$ cat src/rtl/mem_arbiter_pkg.sv
// Shared typedefs for the CPU/loader memory arbiter.
package mem_arbiter_pkg;

    typedef enum logic [1:0] {
        IDLE    = 2'd0,
        CPU_OWN = 2'd1,
        LD_OWN  = 2'd2
    } arb_state_t;

endpackage

$ cat src/rtl/mem_arbiter.sv
// CPU/loader single-port memory arbiter with locked loader bursts.
// Optional CPU stall counter enabled by defining MEM_ARB_STALL_CNT_EN.
module mem_arbiter
    import mem_arbiter_pkg::*;
#(
    parameter int AW        = 5,
    parameter int DW        = 8,
    parameter int BURST_MAX = 4
) (
    input  logic          clk,
    input  logic          rst,
    input  logic          cpu_req,
    input  logic          cpu_wr,
    input  logic [AW-1:0] cpu_addr,
    input  logic [DW-1:0] cpu_wdata,
    input  logic          cpu_halt,
    input  logic          ld_req,
    input  logic          ld_wr,
    input  logic [AW-1:0] ld_addr,
    input  logic [DW-1:0] ld_wdata,
    input  logic          ld_lock,
    output logic          cpu_gnt,
    output logic          ld_gnt,
    output logic          cpu_rvalid,
    output logic          ld_rvalid,
    output logic [DW-1:0] rdata,
    output logic          mem_rd,
    output logic          mem_wr,
    output logic [AW-1:0] mem_addr,
    output logic [DW-1:0] mem_wdata,
    input  logic [DW-1:0] mem_rdata
`ifdef MEM_ARB_STALL_CNT_EN
    ,
    output logic [15:0]   cpu_stall_cnt
`endif
);

    localparam int CW = $clog2(BURST_MAX + 1);
    localparam logic [CW-1:0] BMAX = CW'(BURST_MAX);

    arb_state_t    state;
    arb_state_t    cur;
    logic [CW-1:0] burst_cnt;
    logic          ld_win;

    // Arbitration during reset behaves as if the state were already IDLE.
    assign cur = rst ? IDLE : state;

    always_comb begin
        ld_win = 1'b0;
        if (cpu_req && ld_req) begin
            if (cpu_halt)
                ld_win = 1'b1;
            else if (cur == LD_OWN)
                ld_win = ld_lock && (burst_cnt < BMAX);
            else if (cur == CPU_OWN)
                ld_win = 1'b1;
            else
                ld_win = 1'b0;
        end else begin
            ld_win = ld_req;
        end
    end

    assign cpu_gnt = cpu_req && !ld_win;
    assign ld_gnt  = ld_req && ld_win;
    assign rdata   = mem_rdata;

    always_comb begin
        mem_rd    = 1'b0;
        mem_wr    = 1'b0;
        mem_addr  = '0;
        mem_wdata = '0;
        if (cpu_gnt) begin
            mem_rd    = !cpu_wr;
            mem_wr    = cpu_wr;
            mem_addr  = cpu_addr;
            mem_wdata = cpu_wdata;
        end else if (ld_gnt) begin
            mem_rd    = !ld_wr;
            mem_wr    = ld_wr;
            mem_addr  = ld_addr;
            mem_wdata = ld_wdata;
        end
    end

    always_ff @(posedge clk) begin
        if (rst) begin
            state      <= IDLE;
            burst_cnt  <= '0;
            cpu_rvalid <= 1'b0;
            ld_rvalid  <= 1'b0;
        end else begin
            if (cpu_gnt)
                state <= CPU_OWN;
            else if (ld_gnt)
                state <= LD_OWN;
            else
                state <= IDLE;
            if (ld_gnt)
                burst_cnt <= (burst_cnt == BMAX) ? BMAX : burst_cnt + 1'b1;
            else
                burst_cnt <= '0;
            cpu_rvalid <= cpu_gnt && !cpu_wr;
            ld_rvalid  <= ld_gnt && !ld_wr;
        end
    end

`ifdef MEM_ARB_STALL_CNT_EN
    always_ff @(posedge clk) begin
        if (rst)
            cpu_stall_cnt <= '0;
        else if (cpu_req && !cpu_gnt && cpu_stall_cnt != 16'hFFFF)
            cpu_stall_cnt <= cpu_stall_cnt + 16'd1;
    end
`endif

endmodule

$ cat config.mk
export PLATFORM = sky130hd
export DESIGN_NAME = mem_arbiter
export DESIGN_NICKNAME = d
export VERILOG_FILES = /design/src/rtl/mem_arbiter_pkg.sv /design/src/rtl/mem_arbiter.sv
export SDC_FILE = /design/constraint.sdc
export NUM_CORES = 1
export LEC_CHECK = 0
export BUFFER_PORTS_ARGS = -buffer_cell sky130_fd_sc_hd__buf_2
export CORE_MARGIN = 2
export CORE_UTILIZATION = 30
export DETAILED_ROUTE_END_ITERATION = 8
export MAX_ROUTING_LAYER = met4
export PLACE_DENSITY = 0.71
export SLEW_MARGIN = 5
export SYNTH_ARGS = -nofsm -noshare
export SYNTH_HDL_FRONTEND = slang
export SYNTH_SLANG_ARGS = --single-unit
$ cat constraint.sdc
create_clock -name clk -period 1.67 [get_ports clk]
set_input_delay 0.2505 -clock clk [delete_from_list [all_inputs] [get_ports clk]]
set_output_delay 0.2505 -clock clk [all_outputs]
set_load 0.05 [all_outputs]
### Yosys cells after proc, flatten, opt, wreduce, memory -nomap -nowiden

Cells that the tools add are included.

* output and inout port bits: 27
* logic and storage cells: 40
* input port bits: 42
* memories: 0
* RAM bits: 0
* flip-flop bits (word level): 7
* bits in read-only memories: 0
* latch bits: 0

* magnitude comparators: 1
* add/sub/neg operators: 1
* multiplexer cells: 16
* div/mod/pow operators: 0
* shift-type cells: 0
* $mul: 0
* bitwise gates (word level): 1
* reductions and logical operators: 12
* equality and inequality tests: 3

Operator list (number)
* 8-bit 2-to-1 mux: 2
* 5-bit 2-to-1 mux: 2
* 1-bit 2-to-1 mux: 9
* 1-bit logical AND: 6
* 2-bit 2-to-1 mux: 2
* 2-bit OR reduction: 2
* 3-bit by 1-bit adder with 3-bit output (second input constant): 1
* 3-bit == test (second input constant): 1
* 1-bit logical NOT: 3
* 3-bit < comparator (second input constant): 1
* 3-bit 2-to-1 mux: 1
* 3-bit OR reduction: 1
* 2-bit by 1-bit == test with 1-bit output (second input constant): 1
* 2-bit == test (second input constant): 1
* 1-bit NOT: 1

### Longest topological paths before layout

Gate-level depths: netlist of run 1.

* word-level depth: 9
* depth in mapped cells: 4

### Worst setup path before layout of run 1

Ideal clock, no wire load.

* kind: flip-flop to output port
* start point: register burst_cnt[2]
* end point: output mem_addr[0]
* arrival time: 1709 ps
* cell stages (with the launch flop): 5
* path slack: -290 ps
* cell sequence: dfxtp_1 and4bb_4 o311ai_4 buf_4 a22o_1

* word-level cells in the longest chain between the ends: 8

RTL lines
* from (decl): line mem_arbiter.sv:43 `logic [CW-1:0] burst_cnt;`
* from (signal assigned): line mem_arbiter.sv:101 `burst_cnt <= (burst_cnt == BMAX) ? BMAX : burst_cnt + 1'b1;`
* 3-bit < comparator: line mem_arbiter.sv:55 `ld_win = ld_lock && (burst_cnt < BMAX);`
* 1-bit logical AND: line mem_arbiter.sv:55
* 1-bit 2-to-1 mux: line mem_arbiter.sv:54 `else if (cur == LD_OWN)`
* 1-bit 2-to-1 mux: line mem_arbiter.sv:52 `if (cpu_halt)`
* 1-bit 2-to-1 mux: line mem_arbiter.sv:51 `if (cpu_req && ld_req) begin`
* 1-bit logical NOT: line mem_arbiter.sv:65 `assign cpu_gnt = cpu_req && !ld_win;`
* 1-bit logical AND: line mem_arbiter.sv:65
* net cpu_gnt: line mem_arbiter.sv:22 `output logic cpu_gnt,`
* 5-bit 2-to-1 mux: line mem_arbiter.sv:74 `if (cpu_gnt) begin`
* to (decl): line mem_arbiter.sv:29 `output logic [AW-1:0] mem_addr,`

The timed path passes the listed nets, and every way through them passes these cells.

### Worst setup path after layout of run 1

* start point: register state[1]
* end point: output mem_wdata[1]

* word-level cells in the longest chain between the ends: 9

RTL lines
* from (decl): line mem_arbiter.sv:41 `arb_state_t state;`
* from (signal assigned): line mem_arbiter.sv:89 `state <= IDLE;`
* from (signal assigned): line mem_arbiter.sv:95 `state <= CPU_OWN;`
* from (signal assigned): line mem_arbiter.sv:97 `state <= LD_OWN;`
* 2-bit 2-to-1 mux (*): line mem_arbiter.sv:47 `assign cur = rst ? IDLE : state;`
* 2-bit by 1-bit == test with 1-bit output: line mem_arbiter.sv:56 `else if (cur == CPU_OWN)`
* 1-bit 2-to-1 mux: line mem_arbiter.sv:56
* 1-bit 2-to-1 mux (*): line mem_arbiter.sv:54
* 1-bit 2-to-1 mux (*): line mem_arbiter.sv:52
* 1-bit 2-to-1 mux (*): line mem_arbiter.sv:51
* 1-bit logical AND / 1-bit logical NOT (equally long branches): line mem_arbiter.sv:66, mem_arbiter.sv:65
* 8-bit 2-to-1 mux / 1-bit logical AND (equally long branches): line mem_arbiter.sv:79, mem_arbiter.sv:65
* 8-bit 2-to-1 mux (*): line mem_arbiter.sv:74
* to (decl): line mem_arbiter.sv:30 `output logic [DW-1:0] mem_wdata,`

Every way passes the cells marked *; elsewhere a longest branch is shown, timed or not.

==> results of run 1 <==
-- registers in the layout (all words and copies together) (netlist names) --
register and flops:
ld_rvalid 1, cpu_rvalid 1, burst_cnt 3, state 2
-- per-stage QoR --
stage | util | std cells | setup TNS, ps | hold WS, ps
2_1_floorplan | - | 59 | 0 | 319.6
3_3_place_gp | 0.5197 | 131 | -1448 | 436.8
3_5_place_dp | 0.5197 | 131 | -1660 | 443.2
4_1_cts | 0.6172 | 136 | -3894 | 173.8
5_1_grt | 0.6258 | 137 | -4397 | 186.5
6_report | 0.6258 | 137 | -3513 | 176.9
-- worst max-delay path by stage --
stage,from,endpoint,slack (ps),depth (start not counted)
floorplan,burst_cnt[2],mem_addr[0],9,4
global placement,cpu_halt,mem_wdata[0],-110,7
detailed placement,cpu_halt,mem_wdata[1],-120,7
CTS,burst_cnt[2],mem_wdata[1],-290,4
global route,burst_cnt[2],mem_wdata[7],-300,5
finish,state[1],mem_wdata[1],-230,5
-- layer usage --
| metal | global-route usage | vias up |
|---|---|---|
| met1 | 0.1818 | 319 |
| met3 | 0.04231 | 6 |
| met5 | - | - |
| met4 | 0.1167 | 0 |
| li1 | - | 323 |
| met2 | 0.3351 | 27 |
-- cells in the mapped netlist, types with 2 or more instances --
master    n  area share
nor2_1    3       0.020
ha_1      2       0.044
buf_4     9        0.12
a22o_1    9        0.14
a22o_2    6        0.11
nand2b_1  2       0.022
dfxtp_1   7        0.25
nor2b_1   2       0.022
a211oi_1  3       0.040
inv_1     6       0.040
-- cells in the final DEF (no fill, tap or decap) --
cell      count
o311a_4       2
or3_2         1
a22o_2        6
and4bb_4      1
buf_2        35
dfxtp_1       6
buf_12        2
nor2b_1       1
nand2_1       1
dfxtp_2       1
nor3_1        1
inv_1         6
clkbuf_4      3
buf_6        14
nor2b_4       1
o31ai_1       1
a22o_4        9
ha_1          2
nor2_1        3
nand2b_1      2
buf_4         5
nand3b_1      1
a21oi_1       1
buf_8         2
o311ai_4      1
a211oi_1      3
clkbuf_1      1
-- layout make-up --
cell class | instances | area [µm²] | share of cell area
well taps | 25 | 31.28 | 0.02864
multi-input cells | 37 | 430.4 | 0.3940
repair buffers | 58 | 440.4 | 0.4032
inverters | 6 | 22.52 | 0.02062
flip-flops and latches | 7 | 141.4 | 0.1294
clock buffers | 4 | 26.28 | 0.02405
-- worst max-delay path, delay by kind of cell, from the launching register on --
family | cells | cell delay [ps]
AO/OA/AOI/OAI | 2 | 470
buffers and inverters | 2 | 350
flip-flops | 1 | 330
AND/OR/NAND/NOR | 1 | 240
-- what timing repair did --
action	in CTS	in global routing
setup buffers	0	1
pin swaps	3	1
hold buffers	0	0
setup endpoints to repair	17	17
cloned	1	0
resized for setup	39	2
-- kinds of logic (layout without fill, tap and decap cells) --
group | after synthesis | after routing | share of synthesized area
simple gates | 12 | 12 | 0.1352
buf+inv | 16 | 68 | 0.1796
fa+ha+maj | 2 | 2 | 0.04434
compound gates | 22 | 23 | 0.3925
flops | 7 | 7 | 0.2483
-- power groups by stage --
stage	Combinational (W)	Clock, W	Sequential, W
4_1_cts	0.000476	0.000159	0.000179
5_1_grt	0.000506	0.000172	0.000180
6_report	0.000484	0.000155	0.000179
2_1_floorplan	0.000344	0	0.000188
3_3_place_gp	0.000389	0	0.000181
3_5_place_dp	0.000396	0	0.000182
==> metrics.yaml, run 1 <==
floorplan:
  die-area_um2: 2244
  core_um2: 1745
  die_w_um: 47.37
  fp.dieH_um: 47.37
  initial_core_util: 0.3233
  io_pins: 69
  num_rows: 15
routing:
  wl_met1_um: 711
  highest_layer: "met4"
  ant_nets: 0
  via_count: 675
  vias_per_cell: 4.927
  routedWlPerCell_um: 14.38
  drc: 0
  wirelength_um: 1970
  wl_met2_um: 1126
  dr.pass1.iters: 2
  drt-initial-drc-count: 3
  wl_met3_um: 90
outcome:
  status: "complete, but fails checks"
  violations: "setup timing"
pwr:
  power.share.clock: 0.190
  power.switching_w: 0.0003408
  internal_power_w: 0.0004777
  p_per_area_nw_per_um2: 749.4
  power_frac_comb: 0.592
  leakage_nw: 0.5444
  peakVddDrop_mv: 0.3431
  swShare: 0.4164
  p_seq_frac: 0.219
  p_total_w: 0.0008186
yosys:
  synth.distinct_cells: 20
  ys_seq_area_frac: 0.2483
  ys_seq_elements: 7
  postSynthCellCount: 59
  synth_area_um2: 564.3
  synthArstFlopShare: 0
  synth_edf_count: 0
  postSynthAreaPerCell_um2: 9.564
  syn_nets: 103
  synthFlopType: "dfxtp_1"
  yosysWarnings: 0
timing:
  setup_ws_ps: -229.6
  tightest_slew_ps: 286.9
  report.final.setup_viol: 16
  rsz0062_at_grt: "true"
  finalCritPeriodShare: 1.138
  fmax_mhz: 526.4
  hold_violations: 0
  slew_headroom: 0.8082
  finalMaxSlewViolations: 0
  fin_crit_ps: 1900
  finClkSkew_ps: 4.446
cts:
  clkTransAtPathRegs_ps: 50
  cts_tree: "built"
  ctsHtreeMaxLevel: 1
  cts_buffer_depth: 2
  clock_sinks: 7
  root_buffer: "clkbuf_4"
  clk_latency_ps: 250
  cts_buffers: 3
worst_hold_path:
  hp-class: "in2reg"
  min_path_cells: 2
  min-delay-start: "ld_wr"
  min_to: "ld_rvalid"
global_route:
  grt_max_degree: 17
  grt_overflow: 0
  grt_pass1_vias: 653
  grt_pass1_wl_um: 2753
  antenna_found_initial: 0
  grt_usage: 0.1888
setup_path:
  worstSetupPathType: "reg2out"
  cp_cell_sequence: "and4bb_4, o311ai_4, buf_12, a22o_2, buf_6"
  critPathMaxStageDelay_ps: 330
  arrival_ps: 1650
  regToRegSetupSlack_ps: 290
  cp_max_fo: 16
  required_ps: 1420
  timing.rr.end: "cpu_rvalid"
  ff2ff_path_depth: 3
  crit-reg2reg-launch: "state[1]"
  slowest_stage: "dfxtp_1"
  cp-start-kind: "register"
  critPathCaptureType: "primary output"
placed_design:
  dp.final_hpwl_um: 1398
  place_area_um2: 907.1
  portBuffers: 52
  place_congestion: 0.8481
  pre_cts_ws_ps: -123.5
layout:
  final_cell_area_um2: 1092
  antenna_cells: 0
  drive_gt1_frac: 0.7411
  area_growth_pct: 93.57
  num-nets-final: 157
  fillCellCount: 146
run:
  cap_violations: 0
Power figures use the tool's default switching activity.
==> inputs of run 2 (changes only) <==
--- a/config.mk
+++ b/config.mk
@@ -9,7 +9,6 @@
 export CORE_MARGIN = 2
 export CORE_UTILIZATION = 30
 export DETAILED_ROUTE_END_ITERATION = 8
-export MAX_ROUTING_LAYER = met4
 export PLACE_DENSITY = 0.71
 export SLEW_MARGIN = 5
 export SYNTH_ARGS = -nofsm -noshare
==> run 2 against run 1 <==
- die area did not move
- critical endpoint unchanged
- worst hold slack improved by 2.4 ps
- the run still ends with setup timing left
- register-to-register slack barely moved
- first-iteration DRC count fell by 67%
- via count rose by 1.3%
- total power fell by 0.21%
- setup slack improved by 0.99 ps
- non-clock buffer count did not move
==> metrics.yaml, run 2 (synthesized netlist as in run 1, its figures left out) <==
setup_path:
  cp_cell_sequence: "and4bb_4, o311ai_4, buf_12, a22o_2, buf_6"
  timing.rr.end: "cpu_rvalid"
  cp-start-kind: "register"
  critPathCaptureType: "primary output"
  arrival_ps: 1650
  worstSetupPathType: "reg2out"
  worstSetupEndpoint: "mem_wdata[1]"
  cp_max_fo: 16
  crit_path_start: "burst_cnt[2]"
  ff2ff_path_depth: 3
  required_ps: 1420
  critPathMaxStageDelay_ps: 320
  crit-reg2reg-launch: "burst_cnt[2]"
  slowest_stage: "dfxtp_2"
  regToRegSetupSlack_ps: 300
timing:
  fin_crit_ps: 1899
  finalCritPeriodShare: 1.137
  finalMaxSlewViolations: 0
  hold_violations: 0
  tightest_slew_ps: 290.6
  slew_headroom: 0.8057
  report.final.setup_viol: 16
  rsz0062_at_grt: "true"
  fmax_mhz: 526.7
  fin_setup_tns_ps: -3490
  setup_ws_ps: -228.7
  finClkSkew_ps: 2.638
cts:
  cts_buffers: 3
  cts_tree: "built"
  clock_sinks: 7
  ctsHtreeMaxLevel: 1
  cts_hold_buf: 0
  root_buffer: "clkbuf_4"
  clkTransAtPathRegs_ps: 50
  cts_buffer_depth: 2
  clk_latency_ps: 250
routing:
  routedWlPerCell_um: 14.30
  wirelength_um: 1959
  ant_nets: 0
  drc: 0
  drt-initial-drc-count: 1
  vias_per_cell: 4.993
  dr.pass1.iters: 2
  via_count: 684
layout:
  post-route-util: 0.6258
  num-nets-final: 157
  largest_reg_flops: 3
  instances_no_fill: 137
  fillCellCount: 146
  antenna_cells: 0
  final_cell_area_um2: 1092
  drive_gt1_frac: 0.7411
  reg_top3: "burst_cnt (3), state (2)"
  area_growth_pct: 93.57
  final_cell_mix: "buf_2, buf_6, a22o_4"
  top_register: "burst_cnt"
  final_common_cell: "buf_2"
placed_design:
  dp.final_hpwl_um: 1398
  pre_cts_ws_ps: -123.5
  place_congestion: 0.8353
  portBuffers: 52
  placedCellCount: 131
  place_area_um2: 907.1
floorplan:
  io_pins: 69
  core_um2: 1745
  fp.dieH_um: 47.37
  die-area_um2: 2244
  die_w_um: 47.37
  num_rows: 15
  initial_core_util: 0.3233
global_route:
  grt_busiest_layer: "met2"
  grt_usage: 0.1829
  antenna_found_initial: 0
  use_met1: 0.1818
  grt_max_degree: 17
  grt_pass1_vias: 653
  grt_overflow: 0
  use_met2: 0.3351
  grt_use_met3: 0.04231
  grt_pass1_wl_um: 2753
pwr:
  p_seq_frac: 0.219
  swShare: 0.4152
  internal_power_w: 0.0004777
  peakVddDrop_mv: 0.3431
  power_frac_comb: 0.593
  power.switching_w: 0.0003392
  leakage_nw: 0.5444
  p_per_area_nw_per_um2: 747.8
  power.share.clock: 0.188
worst_hold_path:
  hp-class: "in2reg"
outcome:
  violations: "setup timing"
  status: "complete, but fails checks"
run:
  cap_violations: 0
==> run 2: cell counts in the layout (fill, tap and decap cells not counted) <==
No cell type changed its count.
==> run 2: worst min-delay path by stage <==
stage	from	to	slack (ps)	cells past startpoint
4_1_cts	ld_wr	ld_rvalid	170	2
2_1_floorplan	rst	state[0]	320	1
3_5_place_dp	ld_wr	ld_rvalid	440	2
6_report	ld_wr	ld_rvalid	180	2
5_1_grt	ld_wr	ld_rvalid	190	2
3_3_place_gp	burst_cnt[0]	burst_cnt[0]	440	1
==> run 2: layout make-up <==
class	instances	area, µm²	share of cell area
repair buffers	58	440.4	0.4032
multi-input cells	37	430.4	0.3940
flip-flops and latches	7	141.4	0.1294
well taps	25	31.28	0.02864
clock buffers	4	26.28	0.02405
inverters	6	22.52	0.02062
==> run 2: power groups by stage <==
stage | Sequential, W | Combinational, W | Clock [W]
after floorplan | 0.000188 | 0.000344 | 0
after global placement | 0.000181 | 0.000389 | 0
after detailed placement | 0.000182 | 0.000396 | 0
after CTS | 0.000179 | 0.000476 | 0.000159
after global routing | 0.000180 | 0.000506 | 0.000172
final | 0.000179 | 0.000484 | 0.000154
==> run 2: per-stage QoR <==
stage | hold slack [ps] | total power [W]
6_report | 179.3 | 0.0008168
5_1_grt | 186.5 | 0.0008573
4_1_cts | 173.8 | 0.0008144
3_5_place_dp | 443.2 | 0.0005776
3_3_place_gp | 436.8 | 0.0005703
2_1_floorplan | 319.6 | 0.0005324
==> run 2: metal layers <==
| layer | share of wire | vias up |
|---|---|---|
| met2 | 0.57 | 27 |
| li1 | - | 324 |
| met4 | 0.021 | 0 |
| met1 | 0.36 | 327 |
| met5 | 0 | - |
| met3 | 0.046 | 6 |
==> run 2: timing repair <==
action / 4_1_cts / 5_1_grt
setup endpoints to repair: 17 / 17
buffers inserted: 0 / 1
pin swaps: 3 / 1
resized for setup: 39 / 2
cloned: 1 / 0
==> run 2: worst max-delay path, delay by kind of cell, from the launching register on <==
family / cells / cell delay [ps]
AND/OR/NAND/NOR: 1 / 260
AO/OA/AOI/OAI: 2 / 470
flip-flops: 1 / 320
buffers and inverters: 2 / 350
==> inputs of run 3 (changes only) <==
--- a/config.mk
+++ b/config.mk
@@ -5,11 +5,13 @@
 export SDC_FILE = /design/constraint.sdc
 export NUM_CORES = 1
 export LEC_CHECK = 0
+export ABC_AREA = 1
 export BUFFER_PORTS_ARGS = -buffer_cell sky130_fd_sc_hd__buf_2
+export CORE_ASPECT_RATIO = 1.5
 export CORE_MARGIN = 2
 export CORE_UTILIZATION = 30
 export DETAILED_ROUTE_END_ITERATION = 8
-export PLACE_DENSITY = 0.71
+export PLACE_DENSITY = 0.69
 export SLEW_MARGIN = 5
 export SYNTH_ARGS = -nofsm -noshare
 export SYNTH_HDL_FRONTEND = slang
==> run 3 against run 2 <==
- critical path depth increased by 3
- worst hold slack improved by 110 ps
- register-to-register slack got worse by 250 ps
- largest cell class unchanged
- setup slack improved by 170 ps
- sequential share of layout area down 0.75 points
- area after synthesis increased by 7.1%
- maximum frequency grew 9.7%
- non-clock buffer count up 6
- the run still ends with setup timing left
- first-iteration DRC count rose to 9.0 times the previous value
- clock skew up 2.4 ps
- sequential power about the same
- via count grew 24%
==> metrics.yaml, run 3 <==
yosys:
  synth_top_area_share: 0.2319
  synthArstFlopShare: 0
  synth_top_cell_by_area: "dfxtp_1"
  postSynthCellCount: 97
  synth_area_um2: 604.3
  synth_edf_count: 0
  syn_nets: 141
  postSynthAreaPerCell_um2: 6.230
  ys_seq_area_frac: 0.2319
  yosysMostFrequentCell: "nand2_1"
  yosysWarnings: 0
  synthFlopType: "dfxtp_1"
  synth_area_leaders: "dfxtp_1, nand2_1, nand3_1, buf_4, inv_1"
  synth.distinct_cells: 20
  synth_commonest_cells: "nand2_1, nand3_1, inv_1, nor2_1, buf_4"
  ys_seq_elements: 7
setup_path:
  ff2ff_path_depth: 11
  regToRegSetupSlack_ps: 50
  timing.rr.end: "ld_rvalid"
  crit_path_start: "state[1]"
  critPathCaptureType: "primary output"
  required_ps: 1420
  cp_max_fo: 7
  cp-start-kind: "register"
  worstSetupPathType: "reg2out"
  arrival_ps: 1480
  crit-reg2reg-launch: "state[1]"
timing:
  fmax_mhz: 577.7
  finalMaxSlewViolations: 0
  finalCritPeriodShare: 1.036
  rsz0062_at_grt: "true"
  setup_ws_ps: -60.92
  whs_ps: 284.6
  fin_crit_ps: 1731
  hold_violations: 0
  report.final.setup_viol: 14
  fin_setup_tns_ps: -649.8
  finClkSkew_ps: 5.026
  slew_headroom: 0.8184
  tightest_slew_ps: 272.4
layout:
  antenna_cells: 0
  instances_no_fill: 177
  drive_gt1_frac: 0.6474
  reg_top3: "burst_cnt (3), state (2)"
  largest_reg_flops: 3
  top_register: "burst_cnt"
  post-route-util: 0.6282
  area_growth_pct: 95.24
  final_common_cell: "buf_2"
  num-nets-final: 201
  fillCellCount: 168
  final_cell_mix: "buf_2, nand2_2, nand2_1, nand3_1, buf_6"
cts:
  root_buffer: "clkbuf_4"
  clkTransAtPathRegs_ps: 50
  ctsHtreeMaxLevel: 1
  cts_buffers: 3
  clock_sinks: 7
  cts_hold_buf: 0
  cts_tree: "built"
  cts_buffer_depth: 2
  clk_latency_ps: 250
floorplan:
  io_pins: 69
  initial_core_util: 0.3218
  die-area_um2: 2397
  die_w_um: 40.65
  num_rows: 19
  fp.dieH_um: 58.97
  core_um2: 1878
worst_hold_path:
  min_to: "ld_rvalid"
  min-delay-start: "rst"
  hp-class: "in2reg"
  min_path_cells: 2
placed_design:
  portBuffers: 52
  placedCellCount: 159
  dp.final_hpwl_um: 1311
  place_congestion: 0.7249
  pre_cts_ws_ps: 7.976
routing:
  drt-initial-drc-count: 9
  drc: 0
  via_count: 848
  ant_nets: 0
  wirelength_um: 2164
  dr.pass1.iters: 4
  vias_per_cell: 4.791
  routedWlPerCell_um: 12.23
global_route:
  grt_max_degree: 17
  antenna_found_initial: 0
  grt_overflow: 0
  grt_pass1_vias: 795
  grt_usage: 0.1861
  grt_pass1_wl_um: 3098
pwr:
  leakage_nw: 0.6416
  peakVddDrop_mv: 0.2947
  p_per_area_nw_per_um2: 639.9
outcome:
  status: "complete, but fails checks"
  violations: "setup timing"
run:
  cap_violations: 0
## run 3: through the flow
stage	power, W	area (µm²)
6_report	0.0007550	1180
5_1_grt	0.0007996	1180
4_1_cts	0.0007375	1109
3_5_place_dp	0.0004722	807.0
3_3_place_gp	0.0004705	807.0
2_1_floorplan	0.0004421	604.3
## run 3: report_power, final
part | internal [W] | switching [W] | leakage (nW)
Sequential | 0.000174 | 0.00000323 | 0.0585
Combinational | 0.000164 | 0.000256 | 0.568
Clock | 0.0000914 | 0.0000661 | 0.0150
## run 3: worst max-delay path: stages (launching register included)
cell	delay, ps
dfxtp_2	320
inv_2	40
nand3_1	130
nand3_4	190
nand2_8	180
clkinv_8	80
nand2_1	60
nand2_1	70
buf_6	150
## run 3: layer usage
layer	routed length, µm	vias to the layer above	track usage
li1	-	415	-
met1	723	371	0.1893
met2	1185	62	0.3401
met3	255	0	0.03008
met4	0	0	0.08571
met5	0	-	0
## run 3: cells by family (layout without fill, tap and decap cells)
family	Yosys count	after routing	share of synthesized area
adders and majority gates	2	2	0.04140
buffers and inverters	23	80	0.2277
and+or+nand+nor	63	65	0.4762
AOI/OAI and AO/OA	1	1	0.008274
DFF	7	7	0.2319
xor gates and xnor gates	1	1	0.01450
## run 3: final cells by class
type                            count  area [µm²]  share of cell area
Timing Repair Buffer               64       486.7              0.4125
Multi-Input combinational cell     69       426.7              0.3616
Sequential cell                     7       143.9              0.1220
Inverter                           11       53.80             0.04560
Clock buffer                        4       26.28             0.02227
Tap cell                           21       26.28             0.02227
Timing Repair inverter              1       16.27             0.01379
## run 3: how the worst max path moves through the flow
stage / to / slack [ps] / cells after the start
4_1_cts: mem_wdata[5] / -60 / 9
5_1_grt: mem_wdata[3] / -140 / 9
3_5_place_dp: mem_wdata[2] / 8 / 10
2_1_floorplan: mem_addr[0] / 60 / 8
3_3_place_gp: mem_wdata[2] / 50 / 9
6_report: mem_addr[0] / -60 / 8
## run 3: timing repair
action	4_1_cts	5_1_grt
hold endpoints to repair	0	0
pin swaps	10	9
gates resized for setup	54	21
cloned	3	0
setup buffers	9	2
endpoints found under the setup margin	17	18
